File: config.mk
export PLATFORM = sky130hd
export DESIGN_NAME = key_conditioner
export DESIGN_NICKNAME = d
export VERILOG_FILES = /design/src/rtl/key_conditioner.sv
export SDC_FILE = /design/constraint.sdc
export NUM_CORES = 1
export LEC_CHECK = 0
export BUFFER_PORTS_ARGS = -buffer_cell sky130_fd_sc_hd__buf_2
export CAP_MARGIN = 5
export CORE_MARGIN = 2
export CORE_UTILIZATION = 62
export DETAILED_ROUTE_END_ITERATION = 16
export GPL_TIMING_DRIVEN = 0
export PLACE_DENSITY = 0.79
export SLEW_MARGIN = 20
export SYNTH_ARGS = -nofsm -noshare
export SYNTH_HDL_FRONTEND = slang
export SYNTH_SLANG_ARGS = --single-unit
File: constraint.sdc
create_clock -name clk -period 3.2 [get_ports clk]
set_clock_uncertainty 0.15 [all_clocks]
set_input_delay 0.16 -clock clk [delete_from_list [all_inputs] [get_ports clk]]
set_output_delay 0.16 -clock clk [all_outputs]
set_load 0.02 [all_outputs]
File: src/rtl/key_conditioner.sv
// Panel push-button conditioner: 2-flop synchroniser, debounce, press/release/long-press pulses.
// Long-press logic is built only when KEY_LONGPRESS_EN is defined. The release output is named key_release because "release" is a reserved word.
module key_conditioner #(
  parameter int N_KEYS          = 5,
  parameter int DEBOUNCE_CYCLES = 500000,
  parameter int LONG_CYCLES     = 100000000
) (
  input  logic              clk,
  input  logic              reset,
  input  logic [N_KEYS-1:0] raw_key,
  output logic [N_KEYS-1:0] level,
  output logic [N_KEYS-1:0] press,
  output logic [N_KEYS-1:0] key_release,
  output logic [N_KEYS-1:0] long_press
);

  localparam int DW = ($clog2(DEBOUNCE_CYCLES) > 1) ? $clog2(DEBOUNCE_CYCLES) : 1;
  localparam logic [DW-1:0] D_LAST = DW'(DEBOUNCE_CYCLES - 1);

  logic [N_KEYS-1:0] s1_p0;
  logic [N_KEYS-1:0] s2_p1;
  logic [DW-1:0]     dcnt [N_KEYS];
  logic [N_KEYS-1:0] accept;

  always_comb begin
    accept = '0;
    for (int i = 0; i < N_KEYS; i++) begin
      accept[i] = (s2_p1[i] != level[i]) && (dcnt[i] == D_LAST);
    end
  end

  // stage p0/p1: synchroniser; then debounce and edge pulses
  always_ff @(posedge clk) begin
    if (reset) begin
      s1_p0       <= '0;
      s2_p1       <= '0;
      level       <= '0;
      press       <= '0;
      key_release <= '0;
      for (int i = 0; i < N_KEYS; i++) begin
        dcnt[i] <= '0;
      end
    end else begin
      s1_p0       <= raw_key;
      s2_p1       <= s1_p0;
      press       <= accept & s2_p1;
      key_release <= accept & ~s2_p1;
      for (int i = 0; i < N_KEYS; i++) begin
        if (s2_p1[i] == level[i]) begin
          dcnt[i] <= '0;
        end else if (accept[i]) begin
          level[i] <= s2_p1[i];
          dcnt[i]  <= '0;
        end else begin
          dcnt[i] <= dcnt[i] + DW'(1);
        end
      end
    end
  end

`ifdef KEY_LONGPRESS_EN
  localparam int HW = $clog2(LONG_CYCLES + 1);
  localparam logic [HW-1:0] H_MAX  = HW'(LONG_CYCLES);
  localparam logic [HW-1:0] H_FIRE = HW'(LONG_CYCLES - 1);

  logic [HW-1:0] hcnt [N_KEYS];

  // hold stage: hcnt saturates at LONG_CYCLES so the pulse cannot repeat; a falling level wins over long_press
  always_ff @(posedge clk) begin
    if (reset) begin
      long_press <= '0;
      for (int i = 0; i < N_KEYS; i++) begin
        hcnt[i] <= '0;
      end
    end else begin
      for (int i = 0; i < N_KEYS; i++) begin
        long_press[i] <= level[i] && (hcnt[i] == H_FIRE) && !accept[i];
        if (!level[i]) begin
          hcnt[i] <= '0;
        end else if (hcnt[i] != H_MAX) begin
          hcnt[i] <= hcnt[i] + HW'(1);
        end
      end
    end
  end
`else
  // always zero in this build
  assign long_press = {N_KEYS{LONG_CYCLES < 0}};
`endif

endmodule

==> flow_summary.toml <==
[status]
status = "finished clean"

[cells_and_area]
stdcell_area_mm2 = 0.00739
fin_nets = 731
instances_no_fill = 865
insertedDiodeCount = 0
drive_gt1_frac = 0.105
final_core_util = 0.763
syn2layout_area_growth_pct = 21.0

[setup_path]
endpoint_kind = "flop"
path_max_fanout = 10
worstReg2RegEnd = "dcnt[0][7]$_SDFFCE_PN0P_"
path_class = "reg2reg"
crit_path_max_incr_delay_ps = 530
cpMostUsedCell = "clkbuf_1"
r2r-start = "dcnt[0][0]$_SDFFCE_PN0P_"
slowest_stage = "o21ai_1"
critPathLaunchType = "flop"
reg2reg_slack_ps = 430
cp_data_required_time_ps = 3300
crit_start = "dcnt[0][0]$_SDFFCE_PN0P_"
rr_worst_depth = 7
worstPathArrival_ps = 2870
crit_chain = "ha_1 > and4_1 > clkbuf_1 > nand2_1 > o21ai_1 > clkbuf_1 > nor2_1"

[place]
io_buffers = 21
pre_cts_ws_ps = 472
dpl.hpwl_um = 8280
gp_congestion = 0.866
post-place-cells = 827
dpl-instance-area_mm2 = 0.00675

[routing]
vias = 4595
post_drt_wl_per_cell_um = 13.5
routed_wl_um = 11700
routed_via_density = 5.31
ant_nets = 0
drtIter0Drc = 145
dr.pass1.iters = 4
drc = 0

[synthesis]
synth_flop_cell = "edfxtp_1"
synth_area_leaders = "edfxtp_1, dfxtp_1, xor2_1"
ys_seq_area_frac = 0.549
synth_top_cell_by_area = "edfxtp_1"
ys_seq_elements = 120
avgSynthCellArea_um2 = 10.6
synth.top_cell.area_share = 0.467
synth.most_common_cell = "edfxtp_1"
synth_commonest_cells = "edfxtp_1, nor2_1, xor2_1"
synth_edf_count = 95
synth_cells = 575
synth_cell_type_count = 45
async_reset_ff_frac = 0
yosys_warnings = 0
syn_area_mm2 = 0.00611

[global_routing]
gr-usage-all-layers = 0.236
busiest_layer = "met2"
grt_use_met3 = 0.0712
use_met1 = 0.284
first_global_vias = 4422
grt_max_degree = 17
antenna_found_initial = 0
grt_use_met2 = 0.409
grt_pass1_wl_um = 19500
overflow = 0

[die]
initial_utilization = 0.631
ios = 27
die_x_um = 103
rows = 36
fp.coreArea_mm2 = 0.00968
die_height_um = 103
dieArea_mm2 = 0.0107

[worst_hold_path]
hold_path.startpoint = "raw_key[2]"
hold_class = "in2reg"
hold_path_depth = 3
min_to = "s1_p0[2]$_SDFF_PP0_"

[clock_tree]
root_buffer = "clkbuf_8"
clock-sinks = 120
cts_resized = 0
cts_tree = "yes"
path_clk_slew_ps = 60
cts_made_buffers = 17
clk_latency_ps = 520
clock_path_buffers = 2
cts_max_level = 4

[timing]
setup-tns-final_ps = 0
max_slew_margin = 0.543
max_freq_ghz = 0.360
whs_ps = 228
fin_ws_ps = 426
fin_crit_sh = 0.867
slew_violations = 0
tightest_slew_ps = 681
rsz0062_at_grt = "false"
setup_viol = 0
min_period_ps = 2770
finalHoldViolCount = 0

[power_and_ir_drop]
ir_drop_v = 0.000346
power.static_leakage_nw = 2.63
powerDensity_mw_per_mm2 = 512
design_power_total_mw = 3.78

[job]
drv_cap = 0
[layout by cell type (no fill, tap or decap), types with 18 or more instances in the layout]
master and instances:
nand4_1 24, a21oi_1 29, dfxtp_1 25, xor2_1 35, buf_2 25, conb_1 100, nand2_1 34, o21ai_0 18
xnor2_1 29, nor2_1 79, nand3_1 24, edfxtp_1 95
[state kept, by name, indices dropped and copies added (netlist names)]
signal       flops
dcnt            95
key_release      5
level            5
press            5
s1_p0            5
s2_p1            5
[worst max-delay path, delay by kind of cell (launching register included)]
family                   cells  cell delay [ps]
buffers and inverters        2              700
AO/OA/AOI/OAI                1              530
flip-flops                   1              400
AND/OR/NAND/NOR              3              510
adder cells (fa/ha/maj)      1              220
[cell families after synthesis]
kind of cell    after synthesis  synth area share
other cells                   2           0.00123
fa+ha+maj                     5            0.0102
compound gates               66            0.0664
buf+inv                      35            0.0266
flops                       120             0.549
simple gates                283             0.255
xor+xnor                     64            0.0918
[worst max path at each step]
stage	slack, ps	depth (start not counted)	endpoint
final	430	7	dcnt[0][7]$_SDFFCE_PN0P_
after global routing	220	7	dcnt[0][7]$_SDFFCE_PN0P_
after CTS	420	7	dcnt[0][7]$_SDFFCE_PN0P_
after detailed placement	470	7	dcnt[0][7]$_SDFFCE_PN0P_
after global placement	520	7	dcnt[0][10]$_SDFFCE_PN0P_
after floorplan	840	6	dcnt[1][10]$_SDFFCE_PN0P_
[final cells by class]
cell class / instances / area (um^2)
Sequential cell: 120 / 3350
Tap cell: 133 / 166
Inverter: 15 / 56.3
Timing Repair Buffer: 27 / 165
Buffer: 20 / 106
Clock buffer: 21 / 460
Multi-Input combinational cell: 518 / 2960
Clock inverter: 11 / 121
Fill cell: 677 / 2300
[power by group]
part           internal, mW  switching (mW)
combinational        0.0587          0.0844
clock                  1.17           0.668
sequential             1.74          0.0624
[per-layer routing]
metal / routed length [um] / up-vias
li1: - / 2314
met1: 5120 / 2185
met2: 6060 / 83
met3: 362 / 13
met4: 137 / 0
met5: 0 / -
[repair_timing]
action / in CTS / in global routing
hold endpoints to repair: 10 / 0
hold buffers: 6 / 0
buffers inserted: 0 / 0
No activity file was read; power rests on OpenSTA's default activity.
